`config.mk`:
```
export PLATFORM = sky130hd
export DESIGN_NAME = uc_control_flat
export DESIGN_NICKNAME = d
export VERILOG_FILES = /design/src/rtl/uc_control_if.sv /design/src/rtl/uc_control.sv /design/src/flat_wrapper.sv
export SDC_FILE = /design/constraint.sdc
export NUM_CORES = 1
export LEC_CHECK = 0
export BUFFER_PORTS_ARGS = -buffer_cell sky130_fd_sc_hd__clkbuf_2
export CORE_MARGIN = 1
export CORE_UTILIZATION = 25
export CTS_CLUSTER_DIAMETER = 120
export DETAILED_ROUTE_END_ITERATION = 10
export GPL_TIMING_DRIVEN = 0
export PLACE_DENSITY = 0.52
export SETUP_SLACK_MARGIN = 0.02
export SLEW_MARGIN = 40
export SYNTH_ARGS = -nofsm -noshare
export SYNTH_HDL_FRONTEND = slang
export SYNTH_SLANG_ARGS = --single-unit
```
`constraint.sdc`:
```
create_clock -name clk -period 5.2 [get_ports clk]
set_clock_uncertainty 0.15 [all_clocks]
set_input_delay 1.3 -clock clk [delete_from_list [all_inputs] [get_ports clk]]
set_output_delay 1.3 -clock clk [all_outputs]
set_load 0.03 [all_outputs]
```
`src/rtl/uc_control_if.sv`:
```
// Handshake bundle between the microc datapath and its control unit.
// Optional UC_STEP_EN adds a single-step qualifier driven by the datapath side.
interface uc_control_if #(
    parameter int unsigned OPCODE_W = 6,
    parameter int unsigned ALUOP_W  = 3,
    parameter int unsigned CNT_W    = 16
);
    logic [OPCODE_W-1:0] Opcode;
    logic                zero;
    logic                carry;
`ifdef UC_STEP_EN
    logic                step;
`endif
    logic                we;
    logic                s_inc;
    logic                s_skip;
    logic                s_inm;
    logic [ALUOP_W-1:0]  ALUOp;
    logic                pc_en;
    logic                halted;
    logic                illegal;
    logic [CNT_W-1:0]    retired;

    modport master (
`ifdef UC_STEP_EN
        output step,
`endif
        output Opcode, zero, carry,
        input  we, s_inc, s_skip, s_inm, ALUOp, pc_en, halted, illegal, retired
    );

    modport slave (
`ifdef UC_STEP_EN
        input  step,
`endif
        input  Opcode, zero, carry,
        output we, s_inc, s_skip, s_inm, ALUOp, pc_en, halted, illegal, retired
    );
endinterface

```
`src/rtl/uc_control.sv`:
```
// Control unit for the microc datapath: opcode decode, registered flags, INIT/RUN/HALT FSM
// and a saturating retired-instruction counter. Define UC_STEP_EN for single-step gating.
module uc_control #(
    parameter int unsigned OPCODE_W = 6,
    parameter int unsigned ALUOP_W  = 3,
    parameter int unsigned CNT_W    = 16
) (
    input  logic         clk,
    input  logic         reset,
    uc_control_if.slave  bus
);
    typedef enum logic [1:0] {StInit, StRun, StHalt} state_e;

    state_e              state_q, state_d;
    logic                zero_q, carry_q;
    logic [CNT_W-1:0]    retired_q;
    logic [OPCODE_W-1:0] op;
    logic                exec;
    logic                flag_upd;
    logic                jump_taken;
    logic                we_c, s_inc_c, s_skip_c, s_inm_c, pc_en_c;
    logic [ALUOP_W-1:0]  aluop_c;

    assign op = bus.Opcode;

`ifdef UC_STEP_EN
    assign exec = (state_q == StRun) && bus.step;
`else
    assign exec = (state_q == StRun);
`endif

    always_comb begin
        state_d    = state_q;
        we_c       = 1'b0;
        s_inc_c    = 1'b1;
        s_skip_c   = 1'b0;
        s_inm_c    = 1'b0;
        aluop_c    = '0;
        pc_en_c    = 1'b0;
        flag_upd   = 1'b0;
        jump_taken = 1'b0;
        unique case (state_q)
            StInit: state_d = StRun;
            StRun: begin
                if (exec) begin
                    pc_en_c = 1'b1;
                    unique case (op[5:4])
                        2'b00: begin
                            we_c    = 1'b1;
                            s_inm_c = 1'b1;
                        end
                        2'b01: begin
                            aluop_c  = ALUOP_W'(op[2:0]);
                            we_c     = ~op[3];   // CMP only updates flags
                            flag_upd = 1'b1;
                        end
                        2'b10: begin
                            unique case (op[1:0])
                                2'b00: jump_taken = 1'b1;
                                2'b01: jump_taken = zero_q;
                                2'b10: jump_taken = ~zero_q;
                                2'b11: jump_taken = carry_q;
                                default: jump_taken = 1'b0;
                            endcase
                            s_inc_c = ~jump_taken;
                        end
                        2'b11: begin
                            unique case (op[3:0])
                                4'b0001: begin
                                    pc_en_c = 1'b0;
                                    state_d = StHalt;
                                end
                                4'b0010: s_skip_c = zero_q;
                                4'b0011: s_skip_c = carry_q;
                                default: ;
                            endcase
                        end
                        default: ;
                    endcase
                end
            end
            StHalt: ;
            default: state_d = StInit;
        endcase
    end

    always_ff @(posedge clk or negedge reset) begin
        if (!reset) begin
            state_q   <= StInit;
            zero_q    <= 1'b0;
            carry_q   <= 1'b0;
            retired_q <= '0;
        end else begin
            state_q <= state_d;
            if (flag_upd) begin
                zero_q  <= bus.zero;
                carry_q <= bus.carry;
            end
            if (pc_en_c && (retired_q != '1)) begin
                retired_q <= retired_q + CNT_W'(1);
            end
        end
    end

    assign bus.we      = we_c;
    assign bus.s_inc   = s_inc_c;
    assign bus.s_skip  = s_skip_c;
    assign bus.s_inm   = s_inm_c;
    assign bus.ALUOp   = aluop_c;
    assign bus.pc_en   = pc_en_c;
    assign bus.halted  = (state_q == StHalt);
    assign bus.illegal = (op[5:4] == 2'b11) && (op[3:2] != 2'b00);
    assign bus.retired = retired_q;
endmodule

```
`src/flat_wrapper.sv`:
```
// flat-port wrapper written by rule: the top's interface ports become plain ports
module uc_control_flat 
#(
    parameter int unsigned OPCODE_W = 6,
    parameter int unsigned ALUOP_W  = 3,
    parameter int unsigned CNT_W    = 16
)
  (clk, reset, bus_Opcode, bus_zero, bus_carry, bus_we, bus_s_inc, bus_s_skip, bus_s_inm, bus_ALUOp, bus_pc_en, bus_halted, bus_illegal, bus_retired);
  uc_control_if #(.OPCODE_W(OPCODE_W), .ALUOP_W(ALUOP_W), .CNT_W(CNT_W)) bus_i ();
  input  logic clk;
  input  logic reset;
  input wire logic [$bits(bus_i.Opcode)-1:0] bus_Opcode;
  input wire logic [$bits(bus_i.zero)-1:0] bus_zero;
  input wire logic [$bits(bus_i.carry)-1:0] bus_carry;
  output wire logic [$bits(bus_i.we)-1:0] bus_we;
  output wire logic [$bits(bus_i.s_inc)-1:0] bus_s_inc;
  output wire logic [$bits(bus_i.s_skip)-1:0] bus_s_skip;
  output wire logic [$bits(bus_i.s_inm)-1:0] bus_s_inm;
  output wire logic [$bits(bus_i.ALUOp)-1:0] bus_ALUOp;
  output wire logic [$bits(bus_i.pc_en)-1:0] bus_pc_en;
  output wire logic [$bits(bus_i.halted)-1:0] bus_halted;
  output wire logic [$bits(bus_i.illegal)-1:0] bus_illegal;
  output wire logic [$bits(bus_i.retired)-1:0] bus_retired;
  assign bus_i.Opcode = bus_Opcode;
  assign bus_i.zero = bus_zero;
  assign bus_i.carry = bus_carry;
  assign bus_we = bus_i.we;
  assign bus_s_inc = bus_i.s_inc;
  assign bus_s_skip = bus_i.s_skip;
  assign bus_s_inm = bus_i.s_inm;
  assign bus_ALUOp = bus_i.ALUOp;
  assign bus_pc_en = bus_i.pc_en;
  assign bus_halted = bus_i.halted;
  assign bus_illegal = bus_i.illegal;
  assign bus_retired = bus_i.retired;
  uc_control #(.OPCODE_W(OPCODE_W), .ALUOP_W(ALUOP_W), .CNT_W(CNT_W)) u_core (.clk(clk), .reset(reset), .bus(bus_i));
endmodule
```
# == Yosys cells after proc, flatten, opt, wreduce, memory -nomap -nowiden ==
# Cells that the tools add are included.
# op_classes
n_addsub,1
eq_ne,14
bitwise,4
order_cmp,0
div_mod_pow,0
shift,0
multipliers,0
reduce_logical,7
n_mux,22
# ops
operator,count
"16-bit by 1-bit adder with 16-bit output, second input constant",1
"16-bit inequality test, second input constant",1
1-bit two-way mux,14
"2-bit equality test, second input constant",5
"4-bit by 2-bit equality test with 1-bit output, second input constant",2
"2-bit by 1-bit equality test with 1-bit output, second input constant",3
2-bit logical NOT,3
3-bit two-way mux,2
2-bit case mux with 3 select lines,1
"4-bit by 1-bit equality test with 1-bit output, second input constant",1
2-bit two-way mux,2
"2-bit inequality test, second input constant",2
1-bit inverter,4
1-bit case mux with 2 select lines,2
1-bit case mux with 4 select lines,1
3-bit AND reduction,1
1-bit logical AND,2
2-bit nonzero test,1
# word_totals
ff_bits,20
ram_bits,0
romBits,0
latchBits,0
out_inout_bits,26
inputBits,10
memories,0
elab_cells,52

# == Longest topological paths before layout ==
# Gate-level depths: netlist of run 1.
# logic_depth
word_depth,7
depth_mapped,6
depth_no_buf,5

# == Worst setup path before layout of run 1 ==
# OpenSTA, ideal clock, no wires.
# synth_path
path_kind,input port to output port
start,input port bus_Opcode[2]
end,output port bus_s_skip
stages,2
path_buffers,0
required_time_ns,3.750
slack_ns,1.484
arrival_ns,2.266
cell_sequence,nand4bb_1 > nor3_1
# synth_between
elab_chain_cells,4
elab_cells_between_ends,5
cone_classes,eq/ne (2); mux (3)
# synth_rtl
item,line,source
"start, declared",flat_wrapper.sv:12,input wire logic [$bits(bus_i.Opcode)-1:0] bus_Opcode;
4-bit by 2-bit equality test with 1-bit output,uc_control.sv:68,unique case (op[3:0])
1-bit case mux with 2 select lines (*),uc_control.sv:68,
1-bit two-way mux (*),uc_control.sv:47,unique case (op[5:4])
1-bit two-way mux (*),uc_control.sv:42,unique case (state_q)
"end, declared",flat_wrapper.sv:17,output wire logic [$bits(bus_i.s_skip)-1:0] bus_s_skip;
# Every way passes the cells marked *; elsewhere a longest branch is shown, timed or not.

# == Worst setup path after layout of run 1 ==
# layout_path
start,input port bus_Opcode[2]
end,output port bus_pc_en
# layout_between
elab_chain_cells,4
# layout_rtl
item,line,source
4-bit by 1-bit equality test with 1-bit output,uc_control.sv:68,
1-bit two-way mux,uc_control.sv:68,
1-bit two-way mux,uc_control.sv:47,
1-bit two-way mux,uc_control.sv:42,
"end, declared",flat_wrapper.sv:20,output wire logic [$bits(bus_i.pc_en)-1:0] bus_pc_en;
# No other way between the ends.

==> flow_metrics.py, run 1 <==
metrics = {
    "timing": {
        "hold_viol_final": 0,
        "grt_setup_unrepaired": "no",
        "fin_tns_setup_ps": 0,
        "max_slew_margin_vs_limit_pct": 66.3,
        "final-setup-viol-count": 0,
        "tightestPinTransition_ps": 506,
        "final.min_clock_period_ps": 3970,
        "max_clock_freq_ghz": 0.252,
        "report.final.slew_viol_count": 0,
        "hold_ws_ps": 327,
        "min_period_over_period_pct": 76.4,
    },
    "clock_tree": {
        "htree_num_levels": 1,
        "ctsRootBufferMaster": "sky130_fd_sc_hd__clkbuf_8",
        "tritoncts": "yes",
        "cts_max_path_buffers": 2,
        "worstSkewPairLatency_ps": 260,
        "cts-resized-gates": 0,
        "clock_sink_count": 20,
        "numCtsBuffers": 3,
        "clock_input_transition_at_the_sequential_cells_of_the_worst_setup_and_hold_paths_ps": 70,
        "post_cts.repair.setup_buffers": 0,
        "ctsHoldBuffers": 0,
    },
    "route": {
        "detailed_routing_iterations_pass_1": 4,
        "vias": 930,
        "remaining_antenna_violation_count_after_routing": 0,
        "route.final.wire_length_um": 2370,
        "drt_first_iter_violations": 8,
        "drt-vias-per-instance": 4.87,
        "drt-wirelength-per-cell_um": 12.4,
        "drc": 0,
    },
    "setup_path": {
        "criticalPathCategory": "in2out",
        "critPathArrivalTime_ps": 2520,
        "critical_path.most_common_cell": "sky130_fd_sc_hd__clkbuf_2",
        "cp_top_family": "buffers and inverters",
        "cp.depth": 6,
        "regToRegEndpoint": "u_core.bus.retired[15]",
        "crit_path_start_kind": "input port",
        "cell_chain_of_the_critical_path": "clkbuf_2 -> nand4bb_1 -> o21ai_2 -> buf_2 -> inv_1 -> clkbuf_2",
        "timing.critical_path.slowest_stage_cell": "sky130_fd_sc_hd__o21ai_2",
        "critical_path.startpoint": "bus_Opcode[2]",
        "worst_r2r_startpoint": "u_core.bus.retired[0]",
        "r2r.worst_path.cells": 6,
        "cp_num_buf_inv": 4,
        "end_kind": "primary output",
        "cp_slowest_stage_delay_ps": 330,
        "path_max_fanout": 10,
        "cp_data_required_time_ps": 3750,
        "worst_setup_path_endpoint": "bus_pc_en",
        "r2r_setup_slack_ps": 3280,
    },
    "hold_path": {
        "timing.hold.worst_path_depth": 1,
        "hp-class": "reg2reg",
    },
    "floorplan": {
        "initial_utilization_pct": 26.4,
        "design.die.area_um2": 4520,
        "io_pins": 36,
        "std_cell_rows": 23,
        "die_y_um": 67.2,
        "core_area_um2": 4030,
        "chipWidth_um": 67.2,
    },
    "synth": {
        "ys_seq_area_share_pct": 47.1,
        "synthCells": 102,
        "synth-async-reset-ratio_pct": 100,
        "synth-seq-cells": 20,
        "synth_ff_type": "sky130_fd_sc_hd__dfrtp_1",
        "yosys.cell_types.count": 30,
        "number_of_synthesized_flops_with_an_enable_pin": 0,
        "netlist_area_um2": 1060,
        "yosys_warnings": 0,
        "avg_cell_area_syn_um2": 10.4,
        "synth_nets": 113,
    },
    "power_and_ir_drop": {
        "power.leakage_nw": 0.674,
        "worst_ir_drop_vdd_uv": 224,
        "power.density_cell_area_nw_per_um2": 387,
    },
    "outcome": {
        "run_status": "finished clean",
    },
    "grt": {
        "globalRouteMet2Util_pct": 19.3,
        "global_route.usage.total_pct": 11.1,
        "overflow": 0,
        "grt_pass1_wl_um": 3770,
        "grt_max_degree": 21,
        "use_met3_pct": 1.69,
        "grt_antenna_before_repair": 0,
        "globalRouteMet1Util_pct": 13.6,
        "vias_in_the_first_global_route": 845,
        "top_usage_layer": "met2",
    },
    "flow_run": {
        "max-cap-violations": 0,
    },
    "place": {
        "routabilityCongestion": 0.730,
        "post_detailed_placement_half_perimeter_wirelength_um": 1810,
        "placement.io_buffers": 35,
        "dpl_cell_area_um2": 1300,
    },
    "layout": {
        "final_stage_net_count": 153,
        "seq_area_um2": 500,
        "post_route_cells_drive_above_1_share_pct": 34.0,
        "fillers": 426,
        "flow.area_growth_from_synthesis_pct": 27.5,
        "finish.instance_area_um2": 1360,
        "multi_input_area_um2": 546,
        "diodes": 0,
    },
}
report_power, final:
| part | internal [W] | total, W | switching [W] |
|---|---|---|---|
| Clock | 0.0000673 | 0.000119 | 0.0000520 |
| Combinational | 0.0000604 | 0.000173 | 0.000113 |
| Sequential | 0.000189 | 0.000233 | 0.0000440 |
metrics by stage:
step                      total power [W]  instances  setup slack [ps]  utilization [%]
after floorplan                  0.000351        102              1480                -
after global placement           0.000407        187              1220             32.3
after detailed placement         0.000410        187              1220             32.3
after CTS                        0.000532        191              1210             33.7
after global routing             0.000553        191              1110             33.7
final                            0.000525        191              1230             33.7
how the worst min path moves through the flow:
stage / from / endpoint / slack [ps]
after global routing: u_core.state_q[1] / u_core.state_q[0] / 360
after global placement: u_core.state_q[1] / u_core.state_q[0] / 320
after floorplan: u_core.state_q[1] / u_core.state_q[0] / 290
after detailed placement: u_core.state_q[1] / u_core.state_q[0] / 320
final: u_core.state_q[1] / u_core.state_q[0] / 330
after CTS: u_core.state_q[1] / u_core.state_q[0] / 330
synth_stat cells, drive strengths merged (2+ instances only):
library cell	instances	area, µm²
and4	2	17.5
nor4	8	50.1
nor3b	2	20.0
nor2	3	11.3
dfrtp	20	500
nand2b	3	18.8
nand3	5	25.0
nand2	7	26.3
inv	2	7.51
mux2i	2	20.0
nand4	5	31.3
nor3	8	40.0
xor2	13	114
buf	2	10.0
mux2	4	45.0
and2	3	18.8
area by class of cell:
class / count / area share, %
buffer: 2 / 0.738
clock buffer: 4 / 4.06
inverter: 2 / 0.554
multi-input combinational: 78 / 40.2
sequential: 20 / 36.9
tap: 50 / 4.61
timing repair buffer: 35 / 12.9
cells in the final DEF, fill, tap and decap left out, types with 2 or more instances in the layout:
cell and instances:
sky130_fd_sc_hd__nand3_1 5, sky130_fd_sc_hd__clkbuf_2 35, sky130_fd_sc_hd__nand2b_1 3, sky130_fd_sc_hd__nand4_1 5, sky130_fd_sc_hd__buf_2 2, sky130_fd_sc_hd__clkbuf_8 4
sky130_fd_sc_hd__and2_1 3, sky130_fd_sc_hd__and4_1 2, sky130_fd_sc_hd__dfrtp_1 20, sky130_fd_sc_hd__inv_1 2, sky130_fd_sc_hd__xor2_1 13, sky130_fd_sc_hd__nor2_1 3
sky130_fd_sc_hd__nor4_1 8, sky130_fd_sc_hd__mux2i_1 2, sky130_fd_sc_hd__mux2_2 4, sky130_fd_sc_hd__nor3_1 8, sky130_fd_sc_hd__nand2_1 7
cells by family after synthesis:
group | count (synthesis) | synth area share [%]
flops | 20 | 47.1
simple gates | 51 | 28.2
buf+inv | 4 | 1.65
compound gates | 6 | 4.24
fa+ha+maj | 1 | 1.18
xor+xnor | 14 | 11.5
mux | 6 | 6.12
sequential cells by signal, summed over array words and instances (netlist names):
signal and count:
u_core.zero_q 1, u_core.carry_q 1, u_core.bus.retired 16, u_core.state_q 2
layer usage:
metal  vias to the layer above  part of all wire (%)
met5                         -                     0
met4                         0                  0.34
met3                         2                   6.5
met2                        34                    46
met1                       448                    47
li1                        446                     -
Note: power is estimated with default switching activity, not from simulation.
==> run 2, diff against run 1 <==
--- a/config.mk
+++ b/config.mk
@@ -5,13 +5,14 @@
 export SDC_FILE = /design/constraint.sdc
 export NUM_CORES = 1
 export LEC_CHECK = 0
+export ABC_AREA = 1
 export BUFFER_PORTS_ARGS = -buffer_cell sky130_fd_sc_hd__clkbuf_2
 export CORE_MARGIN = 1
 export CORE_UTILIZATION = 25
 export CTS_CLUSTER_DIAMETER = 120
 export DETAILED_ROUTE_END_ITERATION = 10
 export GPL_TIMING_DRIVEN = 0
-export PLACE_DENSITY = 0.52
+export PLACE_DENSITY = 0.53
 export SETUP_SLACK_MARGIN = 0.02
 export SLEW_MARGIN = 40
 export SYNTH_ARGS = -nofsm -noshare
==> constraint.sdc (replaced) <==
create_clock -name clk -period 3.4 [get_ports clk]
set_clock_uncertainty 0.15 [all_clocks]
set_input_delay 0.85 -clock clk [delete_from_list [all_inputs] [get_ports clk]]
set_output_delay 0.85 -clock clk [all_outputs]
set_load 0.03 [all_outputs]
==> run 2 against run 1 <==
Net effect: register-to-register slack worse by 1600 ps; worst hold slack worse by 13 ps; clock power is 29% higher; synthesized cell count is 91% higher; combinational power grew to 3.3 times the previous value; critical path type unchanged; critical endpoint is now bus_ALUOp[0].
==> flow_metrics.py, run 2 <==
metrics = {
    "outcome": {
        "run_status": "finished clean",
    },
    "grt": {
        "global_route.usage.total_pct": 12.1,
        "grt_antenna_before_repair": 0,
        "grt_pass1_wl_um": 5180,
        "overflow": 0,
        "grt_max_degree": 21,
        "vias_in_the_first_global_route": 1109,
    },
    "synth": {
        "avg_cell_area_syn_um2": 6.79,
        "post-synth-top-count-cell": "sky130_fd_sc_hd__nand2_1",
        "synth-async-reset-ratio_pct": 100,
        "synthDominantCellAreaShare_pct": 37.8,
        "ys_seq_area_share_pct": 37.8,
        "synthCells": 195,
        "synth.area.top_cells": "sky130_fd_sc_hd__dfrtp_1 (38%), sky130_fd_sc_hd__nand2_1 (21%), sky130_fd_sc_hd__nor2_1 (6.5%), sky130_fd_sc_hd__inv_1 (5.7%), sky130_fd_sc_hd__nand3_1 (4.2%)",
        "yosys.area.top_type": "sky130_fd_sc_hd__dfrtp_1",
        "yosys.cell_types.count": 19,
        "synth_nets": 206,
        "synth.cells.most_frequent": "sky130_fd_sc_hd__nand2_1 (75), sky130_fd_sc_hd__nor2_1 (23), sky130_fd_sc_hd__dfrtp_1 (20), sky130_fd_sc_hd__inv_1 (20), sky130_fd_sc_hd__nand3_1 (11)",
        "synth_ff_type": "sky130_fd_sc_hd__dfrtp_1",
        "number_of_synthesized_flops_with_an_enable_pin": 0,
        "synth-seq-cells": 20,
        "yosys_warnings": 0,
        "netlist_area_um2": 1320,
    },
    "setup_path": {
        "timing.critical_path.slowest_stage_cell": "sky130_fd_sc_hd__clkbuf_2",
        "end_kind": "primary output",
        "r2r.worst_path.cells": 9,
        "cell_chain_of_the_critical_path": "clkbuf_2 -> nor2_1 -> nand2_1 -> nor2_1 -> clkbuf_2",
        "r2r_setup_slack_ps": 1700,
        "regToRegEndpoint": "u_core.bus.retired[8]",
        "cp.depth": 5,
        "criticalPathCategory": "in2out",
        "cp_top_family": "simple AND/OR/NAND/NOR gates",
        "path_max_fanout": 6,
        "cp_data_required_time_ps": 2400,
        "cp_slowest_stage_delay_ps": 210,
        "critPathArrivalTime_ps": 1670,
        "crit_path_start_kind": "input port",
        "worst_r2r_startpoint": "u_core.bus.retired[0]",
        "cp_num_buf_inv": 2,
    },
    "floorplan": {
        "initial_utilization_pct": 25.9,
        "chipWidth_um": 74.8,
        "design.die.area_um2": 5590,
        "die_y_um": 74.8,
        "core_area_um2": 5110,
        "std_cell_rows": 26,
        "io_pins": 36,
    },
    "route": {
        "drt-vias-per-instance": 4.16,
        "route.final.wire_length_um": 3050,
        "detailed_routing_iterations_pass_1": 4,
        "drc": 0,
        "drt_first_iter_violations": 55,
        "vias": 1257,
        "drt-wirelength-per-cell_um": 10.1,
        "remaining_antenna_violation_count_after_routing": 0,
    },
    "layout": {
        "post_route_cells_drive_above_1_share_pct": 26.3,
        "final_stage_net_count": 245,
        "mostFrequentLayoutCell": "sky130_fd_sc_hd__nand2_1",
        "most-common-layout-cells": "sky130_fd_sc_hd__nand2_1 (75), sky130_fd_sc_hd__clkbuf_2 (34), sky130_fd_sc_hd__nor2_1 (23)",
        "diodes": 0,
        "fillers": 579,
        "flow.area_growth_from_synthesis_pct": 22.6,
        "final_core_utilization_pct": 31.8,
        "largest_register_ffs": 16,
    },
    "flow_run": {
        "max-cap-violations": 0,
    },
    "place": {
        "post_detailed_placement_half_perimeter_wirelength_um": 2420,
        "placement.io_buffers": 34,
        "routabilityCongestion": 0.742,
    },
    "timing": {
        "fin_tns_setup_ps": 0,
        "max_slew_margin_vs_limit_pct": 65.0,
        "max_clock_freq_ghz": 0.374,
        "final-setup-viol-count": 0,
        "hold_viol_final": 0,
        "tightestPinTransition_ps": 524,
        "min_period_over_period_pct": 78.6,
        "grt_setup_unrepaired": "no",
        "report.final.slew_viol_count": 0,
        "final.min_clock_period_ps": 2670,
    },
    "clock_tree": {
        "clock_input_transition_at_the_sequential_cells_of_the_worst_setup_and_hold_paths_ps": 70,
        "cts-resized-gates": 0,
        "numCtsBuffers": 3,
        "ctsRootBufferMaster": "sky130_fd_sc_hd__clkbuf_8",
        "post_cts.repair.setup_buffers": 0,
        "ctsHoldBuffers": 0,
        "clock_sink_count": 20,
        "cts_max_path_buffers": 2,
        "worstSkewPairLatency_ps": 250,
        "htree_num_levels": 1,
        "tritoncts": "yes",
    },
    "power_and_ir_drop": {
        "power.leakage_nw": 0.858,
        "power.density_cell_area_nw_per_um2": 681,
        "worst_ir_drop_vdd_uv": 266,
    },
    "hold_path": {
        "hp-class": "reg2reg",
        "timing.hold.worst.start": "u_core.state_q[0]",
        "timing.hold.worst_path_depth": 1,
        "worstHoldEndpoint": "u_core.state_q[0]",
    },
}
-- run 2: cell types whose count changed in the layout (fill, tap and decap cells not counted), moves of 6 or more --
| cell | delta |
|---|---|
| sky130_fd_sc_hd__inv_1 | +18 |
| sky130_fd_sc_hd__nand2_1 | +68 |
| sky130_fd_sc_hd__nand2_2 | +8 |
| sky130_fd_sc_hd__nand3_1 | +6 |
| sky130_fd_sc_hd__nor2_1 | +20 |
| sky130_fd_sc_hd__nor3_1 | -6 |
| sky130_fd_sc_hd__nor4_1 | -8 |
| sky130_fd_sc_hd__o21ai_0 | +7 |
| sky130_fd_sc_hd__xor2_1 | -8 |
-- run 2: power by group --
part | leakage, nW | internal, W | switching (W)
Clock | 0.0216 | 0.0000788 | 0.0000752
Sequential | 0.260 | 0.000303 | 0.0000795
Combinational | 0.576 | 0.000180 | 0.000389
Total | 0.858 | 0.000562 | 0.000544
-- run 2: worst max-delay path by stage --
stage               slack (ps)               from            to
floorplan                  750      bus_Opcode[4]     bus_s_inm
global placement           750      bus_Opcode[5]  bus_ALUOp[0]
detailed placement         720      bus_Opcode[5]  bus_ALUOp[0]
CTS                        730      bus_Opcode[5]  bus_ALUOp[0]
global route               540  u_core.state_q[1]  bus_ALUOp[2]
finish                     730      bus_Opcode[5]  bus_ALUOp[0]
-- run 2: routing by layer --
layer	up-vias	routed length (µm)	GRT usage, %
met2	15	1410	18.6
li1	682	-	-
met3	2	67	2.01
met1	558	1560	17.3
met4	0	13	3.77
met5	-	0	0
-- run 2: cell type report --
class | instances | area (µm²) | share of cell area (%)
repair buffers | 34 | 170 | 10.5
multi-input cells | 150 | 707 | 43.6
inverters | 22 | 82.6 | 5.09
clock buffers | 3 | 41.3 | 2.54
well taps | 70 | 87.6 | 5.40
plain buffers | 3 | 33.8 | 2.08
flip-flops and latches | 20 | 500 | 30.8
-- run 2: kinds of logic (layout without fill, tap and decap cells) --
logic type / after synthesis / in the layout / share of synthesized area (%)
buf+inv: 25 / 62 / 8.79
fa+ha+maj: 1 / 1 / 0.945
xor+xnor: 5 / 5 / 3.31
flops: 20 / 20 / 37.8
compound gates: 14 / 14 / 6.71
simple gates: 130 / 130 / 42.4
-- run 2: stage by stage --
step / instances / hold slack (ps) / cell area [µm²] / worst slack (ps) / power [W]
after CTS: 302 / 325 / 1620 / 727 / 0.00113
after detailed placement: 299 / 318 / 1580 / 724 / 0.000966
final: 302 / 314 / 1620 / 728 / 0.00111
after global placement: 299 / 307 / 1580 / 751 / 0.000960
after global routing: 302 / 361 / 1620 / 536 / 0.00121
after floorplan: 195 / 287 / 1320 / 746 / 0.000809
